<file path="config.mk">
export PLATFORM = sky130hd
export DESIGN_NAME = decode_buffer_flat
export DESIGN_NICKNAME = d
export VERILOG_FILES = /design/src/rtl/decode_buffer_pkg.sv /design/src/rtl/decode_buffer_if.sv /design/src/rtl/decode_buffer_decode_logic.sv /design/src/rtl/decode_buffer.sv /design/src/flat_wrapper.sv
export SDC_FILE = /design/constraint.sdc
export NUM_CORES = 1
export LEC_CHECK = 0
export ABC_AREA = 0
export CAP_MARGIN = 20
export CELL_PAD_IN_SITES_DETAIL_PLACEMENT = 1
export CELL_PAD_IN_SITES_GLOBAL_PLACEMENT = 1
export CORE_MARGIN = 10
export CORE_UTILIZATION = 30
export CTS_BUF_LIST = sky130_fd_sc_hd__clkbuf_4 sky130_fd_sc_hd__clkbuf_8 sky130_fd_sc_hd__clkbuf_16
export DETAILED_ROUTE_END_ITERATION = 10
export PLACE_DENSITY_LB_ADDON = 0.1
export SLEW_MARGIN = 20
export SYNTH_ARGS = -nofsm -noshare
export SYNTH_HDL_FRONTEND = slang
export SYNTH_SLANG_ARGS = --single-unit
</file>
<file path="constraint.sdc">
create_clock -name clk -period 24.2 [get_ports clk]
set_input_delay 3.63 -clock clk [delete_from_list [all_inputs] [get_ports clk]]
set_output_delay 3.63 -clock clk [all_outputs]
set_load 0.03 [all_outputs]
</file>
<file path="src/rtl/decode_buffer_pkg.sv">
// decode_buffer_pkg: shared control/instruction definitions for the decode buffer.
// Holds the decoded control bundle (control_t), exception flags (exc_t),
// the writeback value selectors (including VAL_HI/VAL_LO) and the opcode/funct codes.
package decode_buffer_pkg;

    typedef enum logic [3:0] {
        ALU_PLUS, ALU_MINUS, ALU_AND, ALU_OR, ALU_XOR, ALU_NOR,
        ALU_SLT, ALU_SLTU, ALU_SLL, ALU_SRL, ALU_SRA, ALU_LUI
    } alu_op_e;

    typedef enum logic [1:0] {SRC_B_REG, SRC_B_IMM_S, SRC_B_IMM_Z} src_b_e;

    typedef enum logic [1:0] {REG_DST_RT, REG_DST_RD, REG_DST_RA} reg_dst_e;

    typedef enum logic [3:0] {
        BR_NONE, BR_EQ, BR_NE, BR_LEZ, BR_GTZ, BR_LTZ, BR_GEZ, BR_J, BR_JR
    } branch_e;

    typedef enum logic [3:0] {
        MEM_NONE, MEM_LB, MEM_LBU, MEM_LH, MEM_LHU, MEM_LW, MEM_SB, MEM_SH, MEM_SW
    } mem_op_e;

    typedef enum logic [2:0] {VAL_ALU, VAL_MEM, VAL_PC8, VAL_HI, VAL_LO} val_sel_e;

    typedef enum logic [2:0] {
        HILO_NONE, HILO_MULT, HILO_MULTU, HILO_DIV, HILO_DIVU, HILO_MTHI, HILO_MTLO
    } hilo_op_e;

    // Every "none" encoding is zero, so an all-zero bundle is a nop.
    typedef struct packed {
        alu_op_e  alu_op;
        src_b_e   src_b;
        reg_dst_e reg_dst;
        logic     reg_write_en;
        logic     shamt;
        branch_e  branch;
        mem_op_e  mem_op;
        val_sel_e val_sel;
        hilo_op_e hilo_op;
    } control_t;

    typedef struct packed {
        logic ri;
        logic sys;
        logic brk;
    } exc_t;

    localparam control_t CTRL_NOP = '0;

    localparam logic [5:0] OP_SPECIAL = 6'h00, OP_REGIMM = 6'h01, OP_J = 6'h02, OP_JAL = 6'h03;
    localparam logic [5:0] OP_BEQ = 6'h04, OP_BNE = 6'h05, OP_BLEZ = 6'h06, OP_BGTZ = 6'h07;
    localparam logic [5:0] OP_ADDIU = 6'h09, OP_SLTI = 6'h0A, OP_SLTIU = 6'h0B, OP_ANDI = 6'h0C;
    localparam logic [5:0] OP_ORI = 6'h0D, OP_XORI = 6'h0E, OP_LUI = 6'h0F;
    localparam logic [5:0] OP_LB = 6'h20, OP_LH = 6'h21, OP_LW = 6'h23, OP_LBU = 6'h24, OP_LHU = 6'h25;
    localparam logic [5:0] OP_SB = 6'h28, OP_SH = 6'h29, OP_SW = 6'h2B;

    localparam logic [5:0] FN_SLL = 6'h00, FN_SRL = 6'h02, FN_SRA = 6'h03;
    localparam logic [5:0] FN_SLLV = 6'h04, FN_SRLV = 6'h06, FN_SRAV = 6'h07;
    localparam logic [5:0] FN_JR = 6'h08, FN_JALR = 6'h09, FN_SYSCALL = 6'h0C, FN_BREAK = 6'h0D;
    localparam logic [5:0] FN_MFHI = 6'h10, FN_MTHI = 6'h11, FN_MFLO = 6'h12, FN_MTLO = 6'h13;
    localparam logic [5:0] FN_MULT = 6'h18, FN_MULTU = 6'h19, FN_DIV = 6'h1A, FN_DIVU = 6'h1B;
    localparam logic [5:0] FN_ADD = 6'h20, FN_ADDU = 6'h21, FN_SUB = 6'h22, FN_SUBU = 6'h23;
    localparam logic [5:0] FN_AND = 6'h24, FN_OR = 6'h25, FN_XOR = 6'h26, FN_NOR = 6'h27;
    localparam logic [5:0] FN_SLT = 6'h2A, FN_SLTU = 6'h2B;

endpackage

</file>
<file path="src/rtl/decode_buffer_if.sv">
// decode_buffer_if: fetch-side and execute-side handshakes of the decode buffer.
//   in_valid/in_ready/in_pc/in_instr       : fetch offers an instruction
//   out_valid/out_ready/out_pc/out_instr,
//   out_ctrl/out_exc                       : head entry presented to execute
// The slave modport is the buffer; the master modport is the fetch/execute side.
interface decode_buffer_if;
    import decode_buffer_pkg::*;

    logic        in_valid;
    logic        in_ready;
    logic [31:0] in_pc;
    logic [31:0] in_instr;
    logic        out_valid;
    logic        out_ready;
    logic [31:0] out_pc;
    logic [31:0] out_instr;
    control_t    out_ctrl;
    exc_t        out_exc;

    modport master (
        output in_valid, in_pc, in_instr, out_ready,
        input  in_ready, out_valid, out_pc, out_instr, out_ctrl, out_exc
    );

    modport slave (
        input  in_valid, in_pc, in_instr, out_ready,
        output in_ready, out_valid, out_pc, out_instr, out_ctrl, out_exc
    );

endinterface

</file>
<file path="src/rtl/decode_buffer_decode_logic.sv">
// decode_logic: combinational MIPS-I decoder, instruction word -> control bundle + exception flags.
//   instr : raw instruction word
//   ctrl  : decoded control bundle (nop for reserved/trap instructions)
//   exc   : ri/sys/brk, at most one set
// EN_MULDIV=0 turns the HI/LO multiply/divide group into reserved instructions.
module decode_logic
    import decode_buffer_pkg::*;
#(
    parameter bit EN_MULDIV = 1'b1
) (
    input  logic [31:0] instr,
    output control_t    ctrl,
    output exc_t        exc
);

    logic [5:0] op, fn;
    logic [4:0] rt;
    logic       md, unused_bits;

    assign op = instr[31:26];
    assign rt = instr[20:16];
    assign fn = instr[5:0];
    // HI/LO group occupies funct 0x10-0x13 and 0x18-0x1B.
    assign md = (op == OP_SPECIAL) && (fn[5:2] == 4'b0100 || fn[5:2] == 4'b0110);
    assign unused_bits = ^{instr[25:21], instr[15:6]};

    always_comb begin
        ctrl = CTRL_NOP;
        exc  = '0;
        case (op)
            OP_SPECIAL: begin
                ctrl.reg_dst      = REG_DST_RD;
                ctrl.reg_write_en = 1'b1;
                case (fn)
                    FN_SLL:            begin ctrl.alu_op = ALU_SLL; ctrl.shamt = 1'b1; end
                    FN_SRL:            begin ctrl.alu_op = ALU_SRL; ctrl.shamt = 1'b1; end
                    FN_SRA:            begin ctrl.alu_op = ALU_SRA; ctrl.shamt = 1'b1; end
                    FN_SLLV:           ctrl.alu_op = ALU_SLL;
                    FN_SRLV:           ctrl.alu_op = ALU_SRL;
                    FN_SRAV:           ctrl.alu_op = ALU_SRA;
                    FN_JR:             begin ctrl.reg_write_en = 1'b0; ctrl.branch = BR_JR; end
                    FN_JALR:           begin ctrl.branch = BR_JR; ctrl.val_sel = VAL_PC8; end
                    FN_SYSCALL:        begin ctrl = CTRL_NOP; exc.sys = 1'b1; end
                    FN_BREAK:          begin ctrl = CTRL_NOP; exc.brk = 1'b1; end
                    FN_MFHI:           ctrl.val_sel = VAL_HI;
                    FN_MFLO:           ctrl.val_sel = VAL_LO;
                    FN_MTHI:           begin ctrl.reg_write_en = 1'b0; ctrl.hilo_op = HILO_MTHI; end
                    FN_MTLO:           begin ctrl.reg_write_en = 1'b0; ctrl.hilo_op = HILO_MTLO; end
                    FN_MULT:           begin ctrl.reg_write_en = 1'b0; ctrl.hilo_op = HILO_MULT; end
                    FN_MULTU:          begin ctrl.reg_write_en = 1'b0; ctrl.hilo_op = HILO_MULTU; end
                    FN_DIV:            begin ctrl.reg_write_en = 1'b0; ctrl.hilo_op = HILO_DIV; end
                    FN_DIVU:           begin ctrl.reg_write_en = 1'b0; ctrl.hilo_op = HILO_DIVU; end
                    FN_ADD, FN_ADDU:   ctrl.alu_op = ALU_PLUS;
                    FN_SUB, FN_SUBU:   ctrl.alu_op = ALU_MINUS;
                    FN_AND:            ctrl.alu_op = ALU_AND;
                    FN_OR:             ctrl.alu_op = ALU_OR;
                    FN_XOR:            ctrl.alu_op = ALU_XOR;
                    FN_NOR:            ctrl.alu_op = ALU_NOR;
                    FN_SLT:            ctrl.alu_op = ALU_SLT;
                    FN_SLTU:           ctrl.alu_op = ALU_SLTU;
                    default:           begin ctrl = CTRL_NOP; exc.ri = 1'b1; end
                endcase
            end
            OP_REGIMM: begin
                // rt: 0x00 BLTZ, 0x01 BGEZ, 0x10 BLTZAL, 0x11 BGEZAL; bit 4 selects link.
                ctrl.branch       = rt[0] ? BR_GEZ : BR_LTZ;
                ctrl.reg_write_en = rt[4];
                ctrl.reg_dst      = rt[4] ? REG_DST_RA : REG_DST_RT;
                ctrl.val_sel      = rt[4] ? VAL_PC8 : VAL_ALU;
                if (rt[3:1] != 3'b000) begin
                    ctrl   = CTRL_NOP;
                    exc.ri = 1'b1;
                end
            end
            OP_J:     ctrl.branch = BR_J;
            OP_JAL:   begin ctrl.branch = BR_J; ctrl.reg_write_en = 1'b1; ctrl.reg_dst = REG_DST_RA; ctrl.val_sel = VAL_PC8; end
            OP_BEQ:   ctrl.branch = BR_EQ;
            OP_BNE:   ctrl.branch = BR_NE;
            OP_BLEZ:  ctrl.branch = BR_LEZ;
            OP_BGTZ:  ctrl.branch = BR_GTZ;
            OP_ADDIU: begin ctrl.alu_op = ALU_PLUS; ctrl.src_b = SRC_B_IMM_S; ctrl.reg_write_en = 1'b1; end
            OP_SLTI:  begin ctrl.alu_op = ALU_SLT;  ctrl.src_b = SRC_B_IMM_S; ctrl.reg_write_en = 1'b1; end
            OP_SLTIU: begin ctrl.alu_op = ALU_SLTU; ctrl.src_b = SRC_B_IMM_S; ctrl.reg_write_en = 1'b1; end
            OP_ANDI:  begin ctrl.alu_op = ALU_AND;  ctrl.src_b = SRC_B_IMM_Z; ctrl.reg_write_en = 1'b1; end
            OP_ORI:   begin ctrl.alu_op = ALU_OR;   ctrl.src_b = SRC_B_IMM_Z; ctrl.reg_write_en = 1'b1; end
            OP_XORI:  begin ctrl.alu_op = ALU_XOR;  ctrl.src_b = SRC_B_IMM_Z; ctrl.reg_write_en = 1'b1; end
            OP_LUI:   begin ctrl.alu_op = ALU_LUI;  ctrl.src_b = SRC_B_IMM_Z; ctrl.reg_write_en = 1'b1; end
            OP_LB:    begin ctrl.src_b = SRC_B_IMM_S; ctrl.reg_write_en = 1'b1; ctrl.val_sel = VAL_MEM; ctrl.mem_op = MEM_LB; end
            OP_LBU:   begin ctrl.src_b = SRC_B_IMM_S; ctrl.reg_write_en = 1'b1; ctrl.val_sel = VAL_MEM; ctrl.mem_op = MEM_LBU; end
            OP_LH:    begin ctrl.src_b = SRC_B_IMM_S; ctrl.reg_write_en = 1'b1; ctrl.val_sel = VAL_MEM; ctrl.mem_op = MEM_LH; end
            OP_LHU:   begin ctrl.src_b = SRC_B_IMM_S; ctrl.reg_write_en = 1'b1; ctrl.val_sel = VAL_MEM; ctrl.mem_op = MEM_LHU; end
            OP_LW:    begin ctrl.src_b = SRC_B_IMM_S; ctrl.reg_write_en = 1'b1; ctrl.val_sel = VAL_MEM; ctrl.mem_op = MEM_LW; end
            OP_SB:    begin ctrl.src_b = SRC_B_IMM_S; ctrl.mem_op = MEM_SB; end
            OP_SH:    begin ctrl.src_b = SRC_B_IMM_S; ctrl.mem_op = MEM_SH; end
            OP_SW:    begin ctrl.src_b = SRC_B_IMM_S; ctrl.mem_op = MEM_SW; end
            default:  exc.ri = 1'b1;
        endcase
        if (md && !EN_MULDIV) begin
            ctrl   = CTRL_NOP;
            exc    = '0;
            exc.ri = 1'b1;
        end
    end

endmodule

</file>
<file path="src/rtl/decode_buffer.sv">
// decode_buffer: circular buffer between fetch and execute that decodes on push.
//   clk, resetn : clock and synchronous active-low reset
//   flush       : drops every held entry and the word offered this cycle
//   bus         : decode_buffer_if slave (fetch push side, execute pop side)
//   count       : number of held entries
// Parameters: DEPTH (power of two, 2..16), EN_MULDIV (HI/LO group decoded or reserved).
module decode_buffer
    import decode_buffer_pkg::*;
#(
    parameter int DEPTH     = 4,
    parameter bit EN_MULDIV = 1'b1
) (
    input  logic                   clk,
    input  logic                   resetn,
    input  logic                   flush,
    decode_buffer_if.slave         bus,
    output logic [$clog2(DEPTH):0] count
);

    localparam int AW = $clog2(DEPTH);
    localparam int CW = AW + 1;

    logic [31:0] pc_q    [DEPTH];
    logic [31:0] instr_q [DEPTH];
    control_t    ctrl_q  [DEPTH];
    exc_t        exc_q   [DEPTH];
    logic [AW-1:0] wr_ptr, rd_ptr;
    control_t dec_ctrl;
    exc_t     dec_exc;
    logic     push, pop;

    decode_logic #(.EN_MULDIV(EN_MULDIV)) u_decode (
        .instr (bus.in_instr),
        .ctrl  (dec_ctrl),
        .exc   (dec_exc)
    );

    assign bus.in_ready  = count != CW'(DEPTH);
    assign bus.out_valid = count != '0;
    assign push = bus.in_valid & bus.in_ready & ~flush;
    assign pop  = bus.out_valid & bus.out_ready & ~flush;

    assign bus.out_pc    = bus.out_valid ? pc_q[rd_ptr] : '0;
    assign bus.out_instr = bus.out_valid ? instr_q[rd_ptr] : '0;
    assign bus.out_ctrl  = bus.out_valid ? ctrl_q[rd_ptr] : CTRL_NOP;
    assign bus.out_exc   = bus.out_valid ? exc_q[rd_ptr] : '0;

    // Pointers wrap naturally since DEPTH is a power of two.
    always_ff @(posedge clk) begin
        if (!resetn || flush) begin
            wr_ptr <= '0;
            rd_ptr <= '0;
            count  <= '0;
        end else begin
            if (push) wr_ptr <= wr_ptr + AW'(1);
            if (pop) rd_ptr <= rd_ptr + AW'(1);
            count <= count + CW'(push) - CW'(pop);
        end
    end

    always_ff @(posedge clk) begin
        if (!resetn) begin
            for (int i = 0; i < DEPTH; i++) begin
                pc_q[i]    <= '0;
                instr_q[i] <= '0;
                ctrl_q[i]  <= CTRL_NOP;
                exc_q[i]   <= '0;
            end
        end else if (push) begin
            pc_q[wr_ptr]    <= bus.in_pc;
            instr_q[wr_ptr] <= bus.in_instr;
            ctrl_q[wr_ptr]  <= dec_ctrl;
            exc_q[wr_ptr]   <= dec_exc;
        end
    end

endmodule

</file>
<file path="src/flat_wrapper.sv">
// flat-port wrapper written by rule: the top's interface ports become plain ports
module decode_buffer_flat import decode_buffer_pkg::*;
#(
    parameter int DEPTH     = 4,
    parameter bit EN_MULDIV = 1'b1
)
  (clk, resetn, flush, count, bus_in_valid, bus_in_pc, bus_in_instr, bus_out_ready, bus_in_ready, bus_out_valid, bus_out_pc, bus_out_instr, bus_out_ctrl, bus_out_exc);
  decode_buffer_if bus_i ();
  input  logic clk;
  input  logic resetn;
  input  logic flush;
  output logic [$clog2(DEPTH):0] count;
  input wire logic [$bits(bus_i.in_valid)-1:0] bus_in_valid;
  input wire logic [$bits(bus_i.in_pc)-1:0] bus_in_pc;
  input wire logic [$bits(bus_i.in_instr)-1:0] bus_in_instr;
  input wire logic [$bits(bus_i.out_ready)-1:0] bus_out_ready;
  output wire logic [$bits(bus_i.in_ready)-1:0] bus_in_ready;
  output wire logic [$bits(bus_i.out_valid)-1:0] bus_out_valid;
  output wire logic [$bits(bus_i.out_pc)-1:0] bus_out_pc;
  output wire logic [$bits(bus_i.out_instr)-1:0] bus_out_instr;
  output wire logic [$bits(bus_i.out_ctrl)-1:0] bus_out_ctrl;
  output wire logic [$bits(bus_i.out_exc)-1:0] bus_out_exc;
  assign bus_i.in_valid = bus_in_valid;
  assign bus_i.in_pc = bus_in_pc;
  assign bus_i.in_instr = bus_in_instr;
  assign bus_i.out_ready = bus_out_ready;
  assign bus_in_ready = bus_i.in_ready;
  assign bus_out_valid = bus_i.out_valid;
  assign bus_out_pc = bus_i.out_pc;
  assign bus_out_instr = bus_i.out_instr;
  assign bus_out_ctrl = bus_i.out_ctrl;
  assign bus_out_exc = bus_i.out_exc;
  decode_buffer #(.DEPTH(DEPTH), .EN_MULDIV(EN_MULDIV)) u_core (.clk(clk), .resetn(resetn), .flush(flush), .bus(bus_i), .count(count));
endmodule
</file>
==> run_summary.xml, run 1 <==
<?xml version="1.0" encoding="UTF-8"?>
<metrics>
  <group name="clock_network">
    <metric name="cts_inserted_buffers" unit="">43</metric>
    <metric name="root_buffer" unit="">sky130_fd_sc_hd__clkbuf_16</metric>
    <metric name="cts.path.max_buffers" unit="">3</metric>
    <metric name="cts_sinks" unit="">373</metric>
    <metric name="ctsHtreeMaxLevel" unit="">2</metric>
    <metric name="post_cts.repair.setup_buffers" unit="">0</metric>
    <metric name="post_cts_hold_buffer_count" unit="">0</metric>
    <metric name="post_cts_resize_count" unit="">0</metric>
    <metric name="clock_insertion_delay_worst_skew" unit="ns">0.58</metric>
    <metric name="clk_pin_slew_worst_paths" unit="ns">0.06</metric>
    <metric name="cts_tree" unit="">done</metric>
  </group>
  <group name="routing">
    <metric name="drt_first_pass_iters" unit="">4</metric>
    <metric name="drc" unit="">0</metric>
    <metric name="dr_wl_cell" unit="microns">23.9</metric>
    <metric name="drt-total-wl" unit="microns">50300</metric>
    <metric name="drt-initial-drc-count" unit="">620</metric>
    <metric name="route.vias.total" unit="">10400</metric>
    <metric name="viasPerCell" unit="">4.92</metric>
    <metric name="route.antenna.remaining_nets" unit="">0</metric>
  </group>
  <group name="yosys">
    <metric name="proportion_of_synthesized_flip_flops_having_asynchronous_set_or_reset" unit="%">0</metric>
    <metric name="synth_top_area_cell" unit="">sky130_fd_sc_hd__edfxtp_1</metric>
    <metric name="yosysUniqueCellTypes" unit="">59</metric>
    <metric name="yosys_warnings" unit="">0</metric>
    <metric name="synth.mux.area_fraction" unit="%">11.9</metric>
    <metric name="synthesis.area_per_instance" unit="sq um">14.5</metric>
    <metric name="synth-seq-cells" unit="">373</metric>
    <metric name="ys_top_cells_by_count" unit="">364 x sky130_fd_sc_hd__edfxtp_1, 173 x sky130_fd_sc_hd__and3_1, 152 x sky130_fd_sc_hd__and2_1</metric>
    <metric name="netlist_instances" unit="">1195</metric>
    <metric name="synth_xor_xnor_area_share" unit="%">0.558</metric>
    <metric name="synth_sequential_area_ratio" unit="%">64.3</metric>
    <metric name="syn-cell-area" unit="sq mm">0.0173</metric>
    <metric name="synth_simple_gate_area_share" unit="%">17.5</metric>
    <metric name="synthFlopType" unit="">sky130_fd_sc_hd__edfxtp_1</metric>
    <metric name="synth_edf_count" unit="">364</metric>
    <metric name="synth.top_cells.by_area" unit="">sky130_fd_sc_hd__edfxtp_1 63%, sky130_fd_sc_hd__mux4_2 12%, sky130_fd_sc_hd__and3_1 6.3%</metric>
    <metric name="synth-compound-area-share" unit="%">1.86</metric>
    <metric name="synth-adder-area-share" unit="%">0.319</metric>
    <metric name="combinational_family_with_the_most_area_after_synthesis" unit="">simple AND/OR/NAND/NOR gates</metric>
    <metric name="postSynthNetCount" unit="">1267</metric>
    <metric name="synth_top_area_share" unit="%">63.3</metric>
    <metric name="synth.most_common_cell" unit="">sky130_fd_sc_hd__edfxtp_1</metric>
  </group>
  <group name="setup_path">
    <metric name="timing.critical_path.to_type" unit="">primary output</metric>
    <metric name="timing.critical_path.cells" unit="">buf_4 -&gt; mux4_2 -&gt; and2_1 -&gt; clkdlybuf4s50_1</metric>
    <metric name="crit_path_max_incr_delay" unit="ns">0.79</metric>
    <metric name="critical_path_peak_fanout" unit="">37</metric>
    <metric name="cp-start-kind" unit="">flip-flop</metric>
    <metric name="crit_path_top_delay_cell" unit="">sky130_fd_sc_hd__dfxtp_4</metric>
    <metric name="critical_path_required" unit="ns">20.57</metric>
    <metric name="critical_path_type" unit="">reg -&gt; out</metric>
    <metric name="worst-endpoint-arrival" unit="ns">3.61</metric>
  </group>
  <group name="placed_design">
    <metric name="dp.cells" unit="">2027</metric>
    <metric name="place_congestion" unit="">0.751</metric>
    <metric name="dp_hpwl" unit="microns">29100</metric>
    <metric name="port_buffers" unit="">164</metric>
  </group>
  <group name="timing">
    <metric name="timing.final.crit_share" unit="%">29.9</metric>
    <metric name="timing.slew.headroom" unit="%">29.4</metric>
    <metric name="timing.final.setup_violations" unit="">0</metric>
    <metric name="timing_worst_slew_pin_value" unit="ns">1.05</metric>
    <metric name="skew" unit="ns">0.0173</metric>
    <metric name="period_needed" unit="ns">7.24</metric>
    <metric name="final-max-slew-violation-count" unit="">0</metric>
    <metric name="aggregate_negative_setup_slack" unit="ns">0</metric>
    <metric name="rsz0062_at_grt" unit="">false</metric>
    <metric name="maxClockFrequency" unit="GHz">0.138</metric>
    <metric name="hold_viol_final" unit="">0</metric>
  </group>
  <group name="grt">
    <metric name="overflow" unit="">0</metric>
    <metric name="tot_gr_track_use" unit="%">14.9</metric>
    <metric name="first_pass_grt_wire_length" unit="microns">75700</metric>
    <metric name="grt_antenna_before_repair" unit="">1</metric>
    <metric name="first_global_vias" unit="">11500</metric>
    <metric name="grt_max_degree" unit="">126</metric>
  </group>
  <group name="pwr">
    <metric name="power_report.internal_total" unit="mW">1.16</metric>
    <metric name="power.leakage" unit="nW">7.88</metric>
    <metric name="power" unit="mW">1.52</metric>
    <metric name="vdd.ir_drop.worst" unit="uV">42.1</metric>
    <metric name="power.switching_fraction" unit="%">23.3</metric>
    <metric name="sequential_cell_fraction_of_total_power" unit="%">49.1</metric>
    <metric name="netSwitchingPower" unit="uW">353</metric>
    <metric name="comb_power_share" unit="%">8.0</metric>
    <metric name="clock_power_share" unit="%">42.9</metric>
    <metric name="power_density_over_the_cells" unit="mW/mm^2">72.2</metric>
  </group>
  <group name="die">
    <metric name="effective_utilization_at_floorplan" unit="%">30.5</metric>
    <metric name="fp.dieArea" unit="sq mm">0.0676</metric>
    <metric name="dieWidth" unit="microns">260</metric>
    <metric name="design.portCount" unit="">165</metric>
    <metric name="core-area" unit="sq mm">0.0567</metric>
    <metric name="die_h" unit="microns">260</metric>
    <metric name="number_of_placement_rows" unit="">87</metric>
  </group>
  <group name="finish">
    <metric name="post_route_cells_drive_above_1_share" unit="%">14.6</metric>
    <metric name="antenna_cells_inserted" unit="">0</metric>
    <metric name="final-instance-count-excl-fill" unit="">2108</metric>
    <metric name="flow.area_growth_from_synthesis" unit="%">21.6</metric>
    <metric name="filler_cell_count" unit="">5770</metric>
    <metric name="post_layout_nets" unit="">1389</metric>
  </group>
  <group name="job">
    <metric name="cap_viol_max_count" unit="">0</metric>
  </group>
  <group name="min_path">
    <metric name="hold_crit_class" unit="">reg -&gt; reg</metric>
  </group>
  <group name="status">
    <metric name="outcome" unit="">finished, final reports clean</metric>
  </group>
</metrics>
==> registers in the layout (all words and copies together), names as in the netlist, named ones only <==
signal,cells
u_core.rd_ptr,2
u_core.ctrl_q,96
u_core.instr_q,128
u_core.count,3
u_core.pc_q,128
u_core.exc_q,12
u_core.wr_ptr,2
==> worst max-delay path, delay by kind of cell, from the launching register on <==
kind / cells / cell delay (ns)
and+or+nand+nor: 1 / 0.19
DFF: 1 / 0.79
muxes: 1 / 0.65
buffers and inverters: 2 / 1.35
==> through the flow <==
stage	setup slack (ns)	utilization (%)	hold WS (ns)	cell area [sq um]
5_1_grt	16.65	37.0	0.547	21000
3_3_place_gp	17.01	34.5	0.504	19600
3_5_place_dp	16.97	34.5	0.508	19600
6_report	16.96	37.0	0.523	21000
4_1_cts	16.75	37.0	0.527	21000
2_1_floorplan	13.10	-	0.490	17300
==> kinds of logic (layout without fill, tap and decap cells) <==
| kind of cell | after synthesis | after routing |
|---|---|---|
| compound gates | 50 | 50 |
| fa+ha+maj | 4 | 4 |
| flops | 373 | 373 |
| xor+xnor | 11 | 11 |
| buf+inv | 138 | 295 |
| simple gates | 528 | 528 |
| mux | 91 | 91 |
==> power by group through the flow <==
stage	Combinational [mW]	Sequential [mW]	Clock, mW
finish	0.122	0.745	0.650
global placement	0.125	0.758	0
global route	0.133	0.748	0.691
detailed placement	0.125	0.759	0
CTS	0.125	0.746	0.669
floorplan	0.0674	0.758	0
==> area by class of cell <==
type / instances / area (sq um) / area share (%)
flip-flops and latches: 373 / 11100 / 52.9
multi-input cells: 684 / 5620 / 26.7
repair buffers: 184 / 1820 / 8.64
clock buffers: 50 / 1150 / 5.45
well taps: 756 / 946 / 4.50
clock inverters: 30 / 254 / 1.21
inverters: 31 / 116 / 0.554
==> layer usage <==
layer / GRT usage, % / part of all wire (%)
met5: 0 / 0
met4: 2.87 / 1.3
met3: 2.86 / 4.1
met2: 24.8 / 49
met1: 19.9 / 46
==> path summary, 6_finish.rpt <==
kind / to / slack (ns) / depth (start not counted) / start
setup / recovery: bus_out_exc[1] / 16.96 / 4 / flip-flop
hold / removal: flip-flop / 0.52 / 2 / u_core.rd_ptr[1]$_SDFFE_PP0P_
setup reg to reg: u_core.pc_q[1][21]$_SDFFCE_PN0P_ / 20.28 / 5 / u_core.wr_ptr[0]$_SDFFE_PP0P_
hold reg to reg: flip-flop / 0.52 / 2 / u_core.rd_ptr[1]$_SDFFE_PP0P_
==> cell usage in the layout, fill, tap and decap left out, drive strengths merged, types with 4 or more instances in the layout <==
| cell type | n |
|---|---|
| buf | 20 |
| inv | 32 |
| and2 | 152 |
| xor2 | 6 |
| a21oi | 21 |
| mux4 | 91 |
| nand2 | 27 |
| o21ai | 4 |
| nand4 | 8 |
| clkbuf | 50 |
| clkdlybuf4s50 | 164 |
| edfxtp | 364 |
| nor3 | 16 |
| nand3 | 4 |
| clkinv | 24 |
| a211oi | 5 |
| dfxtp | 9 |
| nand2b | 8 |
| bufinv | 4 |
| or3 | 5 |
| nor2b | 8 |
| nor2 | 102 |
| and3 | 173 |
| xnor2 | 5 |
| nor3b | 4 |
(Power assumes the default switching activity.)
==> run 2: changes to the inputs <==
==> constraint.sdc (replaced) <==
create_clock -name clk -period 7.6 [get_ports clk]
set_input_delay 1.14 -clock clk [delete_from_list [all_inputs] [get_ports clk]]
set_output_delay 1.14 -clock clk [all_outputs]
set_load 0.03 [all_outputs]
==> run 2 against run 1 <==
Utilization barely moved. Non-clock buffer count down 4. Global-route usage rose by 0.29 points. Clock power grew to 3.1 times the previous value. First-iteration DRC count fell by 3.9%. Setup slack got worse by 14 ns. Critical path type unchanged. Largest power group unchanged.
==> run_summary.xml, run 2 (synthesis results as in run 1) <==
<?xml version="1.0" encoding="UTF-8"?>
<metrics>
  <group name="setup_path">
    <metric name="critical_path_required" unit="ns">6.46</metric>
    <metric name="r2r_slack" unit="ns">3.86</metric>
    <metric name="crit_path_top_delay_cell" unit="">sky130_fd_sc_hd__dfxtp_4</metric>
    <metric name="cp_num_buf_inv" unit="">2</metric>
    <metric name="critical_path_peak_fanout" unit="">46</metric>
    <metric name="r2r_end" unit="">u_core.pc_q[1][31]$_SDFFCE_PN0P_</metric>
    <metric name="reg2reg_from" unit="">u_core.wr_ptr[0]$_SDFFE_PP0P_</metric>
    <metric name="crit_path_max_incr_delay" unit="ns">0.89</metric>
    <metric name="worst-path-stages" unit="">4</metric>
    <metric name="timing.critical_path.cells" unit="">buf_4 -&gt; mux4_2 -&gt; and2_1 -&gt; clkdlybuf4s50_1</metric>
    <metric name="timing.critical_path.to_type" unit="">primary output</metric>
    <metric name="cpLargestDelayFamily" unit="">buffers and inverters</metric>
    <metric name="worst-endpoint-arrival" unit="ns">3.56</metric>
    <metric name="critical_path_type" unit="">reg -&gt; out</metric>
    <metric name="cp-start-kind" unit="">flip-flop</metric>
    <metric name="r2r_cells" unit="">5</metric>
  </group>
  <group name="clock_network">
    <metric name="post_cts.repair.setup_buffers" unit="">0</metric>
    <metric name="cts.path.max_buffers" unit="">3</metric>
    <metric name="cts_tree" unit="">done</metric>
    <metric name="cts_sinks" unit="">373</metric>
    <metric name="ctsHtreeMaxLevel" unit="">2</metric>
    <metric name="cts_inserted_buffers" unit="">45</metric>
    <metric name="clock_insertion_delay_worst_skew" unit="ns">0.57</metric>
    <metric name="post_cts_resize_count" unit="">0</metric>
    <metric name="root_buffer" unit="">sky130_fd_sc_hd__clkbuf_16</metric>
    <metric name="post_cts_hold_buffer_count" unit="">0</metric>
    <metric name="clk_pin_slew_worst_paths" unit="ns">0.05</metric>
  </group>
  <group name="finish">
    <metric name="layout_commonest_cell" unit="">sky130_fd_sc_hd__edfxtp_1</metric>
    <metric name="flow.area_growth_from_synthesis" unit="%">21.5</metric>
    <metric name="post_route_cells_drive_above_1_share" unit="%">14.4</metric>
    <metric name="reg.largest.list" unit="">u_core.instr_q (128), u_core.pc_q (128), u_core.ctrl_q (96)</metric>
    <metric name="post_layout_nets" unit="">1387</metric>
    <metric name="antenna_cells_inserted" unit="">0</metric>
    <metric name="filler_cell_count" unit="">5814</metric>
    <metric name="layout.cells.most_common_list" unit="">364 x sky130_fd_sc_hd__edfxtp_1, 173 x sky130_fd_sc_hd__and3_1, 164 x sky130_fd_sc_hd__clkdlybuf4s50_1</metric>
  </group>
  <group name="routing">
    <metric name="drt-total-wl" unit="microns">51300</metric>
    <metric name="route.vias.total" unit="">10500</metric>
    <metric name="drt_first_pass_iters" unit="">4</metric>
    <metric name="drc" unit="">0</metric>
    <metric name="viasPerCell" unit="">4.99</metric>
    <metric name="drt-initial-drc-count" unit="">596</metric>
    <metric name="route.antenna.remaining_nets" unit="">0</metric>
    <metric name="dr_wl_cell" unit="microns">24.4</metric>
  </group>
  <group name="min_path">
    <metric name="hold_crit_class" unit="">reg -&gt; reg</metric>
    <metric name="timing.hold.worst_path_depth" unit="">2</metric>
    <metric name="hold_path_start" unit="">u_core.rd_ptr[1]$_SDFFE_PP0P_</metric>
  </group>
  <group name="timing">
    <metric name="rsz0062_at_grt" unit="">false</metric>
    <metric name="timing.final.crit_share" unit="%">61.8</metric>
    <metric name="hold_ws" unit="ns">0.525</metric>
    <metric name="timing.slew.headroom" unit="%">29.2</metric>
    <metric name="skew" unit="ns">0.0113</metric>
    <metric name="final-max-slew-violation-count" unit="">0</metric>
    <metric name="timing_worst_slew_pin_value" unit="ns">1.06</metric>
    <metric name="period_needed" unit="ns">4.70</metric>
    <metric name="timing.final.setup_violations" unit="">0</metric>
    <metric name="aggregate_negative_setup_slack" unit="ns">0</metric>
    <metric name="maxClockFrequency" unit="GHz">0.213</metric>
    <metric name="layout_setup_ws" unit="ns">2.90</metric>
    <metric name="hold_viol_final" unit="">0</metric>
  </group>
  <group name="grt">
    <metric name="tot_gr_track_use" unit="%">15.2</metric>
    <metric name="overflow" unit="">0</metric>
    <metric name="first_pass_grt_wire_length" unit="microns">77300</metric>
    <metric name="grt_antenna_before_repair" unit="">3</metric>
    <metric name="grt_max_degree" unit="">136</metric>
    <metric name="first_global_vias" unit="">11600</metric>
  </group>
  <group name="die">
    <metric name="design.portCount" unit="">165</metric>
    <metric name="effective_utilization_at_floorplan" unit="%">30.5</metric>
    <metric name="die_h" unit="microns">260</metric>
    <metric name="core-area" unit="sq mm">0.0567</metric>
    <metric name="dieWidth" unit="microns">260</metric>
    <metric name="fp.dieArea" unit="sq mm">0.0676</metric>
    <metric name="number_of_placement_rows" unit="">87</metric>
  </group>
  <group name="pwr">
    <metric name="power_density_over_the_cells" unit="mW/mm^2">228</metric>
    <metric name="vdd.ir_drop.worst" unit="uV">134</metric>
    <metric name="power.leakage" unit="nW">7.86</metric>
    <metric name="power" unit="mW">4.79</metric>
  </group>
  <group name="job">
    <metric name="cap_viol_max_count" unit="">0</metric>
  </group>
  <group name="status">
    <metric name="outcome" unit="">finished, final reports clean</metric>
  </group>
  <group name="placed_design">
    <metric name="dp_hpwl" unit="microns">28900</metric>
    <metric name="pre_cts_slack" unit="ns">2.80</metric>
    <metric name="place_congestion" unit="">0.746</metric>
    <metric name="port_buffers" unit="">164</metric>
  </group>
</metrics>
[run 2: changes by cell type in the layout (fill, tap and decap cells not counted), sizes merged]
cell      change
clkinv       -10
bufinv        -3
buf           -4
inv           -1
clkinvlp      -1
clkbuf       +11
[run 2: power breakdown]
group          internal [mW]  switching [mW]  total [mW]
Combinational          0.147           0.249       0.395
Sequential              2.35          0.0240        2.37
Clock                   1.19           0.829        2.02
Total                   3.68            1.10        4.79
[run 2: layer usage]
metal / GRT usage [%] / part of all wire (%) / vias up
li1: - / - / 4710
met1: 20.2 / 45 / 5504
met2: 24.9 / 49 / 209
met3: 2.69 / 4.4 / 58
met4: 4.29 / 2.0 / 0
met5: 0 / 0 / -
[run 2: final cells by class]
class	count	area [sq um]	area share, %
flip-flops and latches	373	11100	53.0
inverters	31	116	0.554
well taps	756	946	4.51
repair buffers	180	1840	8.74
multi-input cells	684	5620	26.7
clock buffers	61	1260	6.02
clock inverters	15	98.8	0.471
[run 2: worst max path at each step]
stage                             from                             endpoint  slack (ns)
after detailed placement        resetn  u_core.instr_q[2][17]$_SDFFCE_PN0P_        2.80
after CTS                    flip-flop                     bus_out_ctrl[10]        2.74
after floorplan           bus_in_valid        u_core.ctrl_q[3][0]$_DFFE_PP_        1.84
after global placement          resetn  u_core.instr_q[2][28]$_SDFFCE_PN0P_        2.87
final                        flip-flop                    bus_out_instr[17]        2.90
after global routing         flip-flop                     bus_out_ctrl[10]        2.73
[run 2: worst register-to-register path, stage by stage, from the launching register on]
cell	delay [ns]
sky130_fd_sc_hd__dfxtp_1	0.57
sky130_fd_sc_hd__nor2b_4	0.22
sky130_fd_sc_hd__buf_4	0.63
sky130_fd_sc_hd__nand2_1	0.69
sky130_fd_sc_hd__nand2_4	0.77
sky130_fd_sc_hd__buf_12	0.37
[run 2: metrics by stage]
stage | std cells | utilization (%) | area, sq um
6_report | 2100 | 37.0 | 21000
5_1_grt | 2100 | 37.0 | 21000
3_5_place_dp | 2023 | 34.6 | 19600
2_1_floorplan | 1195 | - | 17300
4_1_cts | 2099 | 37.0 | 21000
3_3_place_gp | 2023 | 34.6 | 19600
==> run 3: changes to the inputs <==
==> constraint.sdc (replaced) <==
create_clock -name clk -period 3.8 [get_ports clk]
set_input_delay 0.57 -clock clk [delete_from_list [all_inputs] [get_ports clk]]
set_output_delay 0.57 -clock clk [all_outputs]
set_load 0.03 [all_outputs]
==> run 3 against run 2 <==
Highest routed layer is now met5. Sequential cell count is the same. Combinational power grew 110%. Critical path type unchanged. Clock-buffer cell count shrank 1. Largest cell class unchanged. Critical path depth is the same. Die area is the same.
==> run_summary.xml, run 3 (synthesis results as in run 1) <==
<?xml version="1.0" encoding="UTF-8"?>
<metrics>
  <group name="routing">
    <metric name="drt-initial-drc-count" unit="">729</metric>
    <metric name="drt-total-wl" unit="microns">52200</metric>
    <metric name="drc" unit="">0</metric>
    <metric name="drt_first_pass_iters" unit="">5</metric>
    <metric name="route.vias.total" unit="">10500</metric>
    <metric name="dr_wl_cell" unit="microns">24.5</metric>
    <metric name="route.antenna.remaining_nets" unit="">0</metric>
    <metric name="viasPerCell" unit="">4.94</metric>
  </group>
  <group name="timing">
    <metric name="final-max-slew-violation-count" unit="">0</metric>
    <metric name="layout_setup_ws" unit="ns">0.418</metric>
    <metric name="timing.final.setup_violations" unit="">0</metric>
    <metric name="maxClockFrequency" unit="GHz">0.296</metric>
    <metric name="aggregate_negative_setup_slack" unit="ns">0</metric>
    <metric name="timing.slew.headroom" unit="%">34.0</metric>
    <metric name="skew" unit="ns">0.0131</metric>
    <metric name="rsz0062_at_grt" unit="">false</metric>
    <metric name="timing_worst_slew_pin_value" unit="ns">0.990</metric>
    <metric name="period_needed" unit="ns">3.38</metric>
    <metric name="hold_viol_final" unit="">0</metric>
    <metric name="timing.final.crit_share" unit="%">89.0</metric>
  </group>
  <group name="clock_network">
    <metric name="post_cts.repair.setup_buffers" unit="">0</metric>
    <metric name="post_cts_hold_buffer_count" unit="">0</metric>
    <metric name="cts.path.max_buffers" unit="">3</metric>
    <metric name="post_cts_resize_count" unit="">0</metric>
    <metric name="clk_pin_slew_worst_paths" unit="ns">0.05</metric>
    <metric name="clock_insertion_delay_worst_skew" unit="ns">0.57</metric>
    <metric name="ctsHtreeMaxLevel" unit="">2</metric>
    <metric name="cts_tree" unit="">done</metric>
    <metric name="cts_sinks" unit="">373</metric>
    <metric name="cts_inserted_buffers" unit="">45</metric>
    <metric name="root_buffer" unit="">sky130_fd_sc_hd__clkbuf_16</metric>
  </group>
  <group name="setup_path">
    <metric name="critical_path_peak_fanout" unit="">25</metric>
    <metric name="timing.critical_path.to_type" unit="">primary output</metric>
    <metric name="cp-start-kind" unit="">flip-flop</metric>
    <metric name="crit_path_top_delay_cell" unit="">sky130_fd_sc_hd__mux4_2</metric>
    <metric name="worst-endpoint-arrival" unit="ns">2.81</metric>
    <metric name="timing.critical_path.cells" unit="">buf_4 -&gt; mux4_2 -&gt; and2_1 -&gt; clkdlybuf4s50_1</metric>
    <metric name="critical_path_type" unit="">reg -&gt; out</metric>
    <metric name="critical_path_required" unit="ns">3.23</metric>
    <metric name="crit_path_max_incr_delay" unit="ns">0.61</metric>
  </group>
  <group name="finish">
    <metric name="flow.area_growth_from_synthesis" unit="%">23.4</metric>
    <metric name="post-route-util" unit="%">37.6</metric>
    <metric name="stdcell_area" unit="sq mm">0.0213</metric>
    <metric name="final-instance-count-excl-fill" unit="">2130</metric>
    <metric name="post_layout_nets" unit="">1415</metric>
    <metric name="layout_commonest_cell" unit="">sky130_fd_sc_hd__edfxtp_1</metric>
    <metric name="layout.cells.most_common_list" unit="">364 x sky130_fd_sc_hd__edfxtp_1, 173 x sky130_fd_sc_hd__and3_1, 164 x sky130_fd_sc_hd__clkdlybuf4s50_1</metric>
    <metric name="reg.largest.list" unit="">u_core.instr_q (128), u_core.pc_q (128), u_core.ctrl_q (96)</metric>
    <metric name="post_route_cells_drive_above_1_share" unit="%">16.3</metric>
  </group>
  <group name="pwr">
    <metric name="power_density_over_the_cells" unit="mW/mm^2">450</metric>
    <metric name="power.leakage" unit="nW">8.04</metric>
    <metric name="vdd.ir_drop.worst" unit="uV">296</metric>
  </group>
  <group name="grt">
    <metric name="first_global_vias" unit="">11600</metric>
    <metric name="grt_antenna_before_repair" unit="">3</metric>
    <metric name="first_pass_grt_wire_length" unit="microns">78100</metric>
    <metric name="overflow" unit="">0</metric>
    <metric name="grt_max_degree" unit="">244</metric>
    <metric name="tot_gr_track_use" unit="%">15.4</metric>
  </group>
  <group name="placed_design">
    <metric name="dp.cells" unit="">2052</metric>
    <metric name="port_buffers" unit="">164</metric>
    <metric name="dp_hpwl" unit="microns">31300</metric>
    <metric name="pre_cts_slack" unit="ns">0.716</metric>
    <metric name="placed_cell_area" unit="sq mm">0.0200</metric>
    <metric name="place_congestion" unit="">0.772</metric>
  </group>
  <group name="die">
    <metric name="dieWidth" unit="microns">260</metric>
    <metric name="number_of_placement_rows" unit="">87</metric>
    <metric name="die_h" unit="microns">260</metric>
    <metric name="effective_utilization_at_floorplan" unit="%">30.5</metric>
    <metric name="design.portCount" unit="">165</metric>
    <metric name="fp.dieArea" unit="sq mm">0.0676</metric>
    <metric name="core-area" unit="sq mm">0.0567</metric>
  </group>
  <group name="min_path">
    <metric name="hold_crit_class" unit="">reg -&gt; reg</metric>
  </group>
  <group name="status">
    <metric name="outcome" unit="">finished, final reports clean</metric>
  </group>
  <group name="job">
    <metric name="cap_viol_max_count" unit="">0</metric>
  </group>
</metrics>
-- run 3: power breakdown --
| part | switching, mW | leakage, nW | total (mW) | internal (mW) |
|---|---|---|---|---|
| Sequential | 0.0493 | 3.85 | 4.74 | 4.69 |
| Clock | 1.66 | 0.688 | 4.03 | 2.37 |
| Combinational | 0.503 | 3.51 | 0.820 | 0.317 |
| Total | 2.21 | 8.04 | 9.60 | 7.39 |
-- run 3: path summary, 6_finish.rpt --
kind         slack [ns]                          to                           from  cells after the start
max                0.42            bus_out_ctrl[22]                      flip-flop                      4
min                0.51                   flip-flop  u_core.rd_ptr[1]$_SDFFE_PP0P_                      2
max reg2reg        1.04  u_core.count[2]$_SDFF_PP0_     u_core.count[2]$_SDFF_PP0_                     10
min reg2reg        0.51                   flip-flop  u_core.rd_ptr[1]$_SDFFE_PP0P_                      2
-- run 3: area by class of cell --
cell class,count,area [sq um]
multi-input combinational,684,5620
clock inverter,17,113
inverter,31,116
clock buffer,60,1260
fill,5771,35400
sequential,373,11100
timing repair buffer,208,2160
tap,756,946
antenna,1,2.50
-- run 3: per-layer routing --
metal,vias to the layer above,track usage [%],part of all wire [%]
met5,-,0,0.025
met4,2,2.97,1.2
met3,48,2.83,4.4
met2,202,26.2,50
met1,5484,20.3,45
li1,4776,-,-
-- run 3: critical path: cells and delay by family, from the launching register on --
kind,cells,cell delay (ns)
flip-flops,1,0.38
buffers and inverters,2,1.06
multiplexers,1,0.61
AND/OR/NAND/NOR,1,0.18
-- run 3: through the flow --
stage / hold WS [ns] / total power [mW]
6_report: 0.513 / 9.60
2_1_floorplan: 0.490 / 5.25
5_1_grt: 0.551 / 9.97
3_5_place_dp: 0.502 / 5.67
4_1_cts: 0.518 / 9.75
3_3_place_gp: 0.511 / 5.67
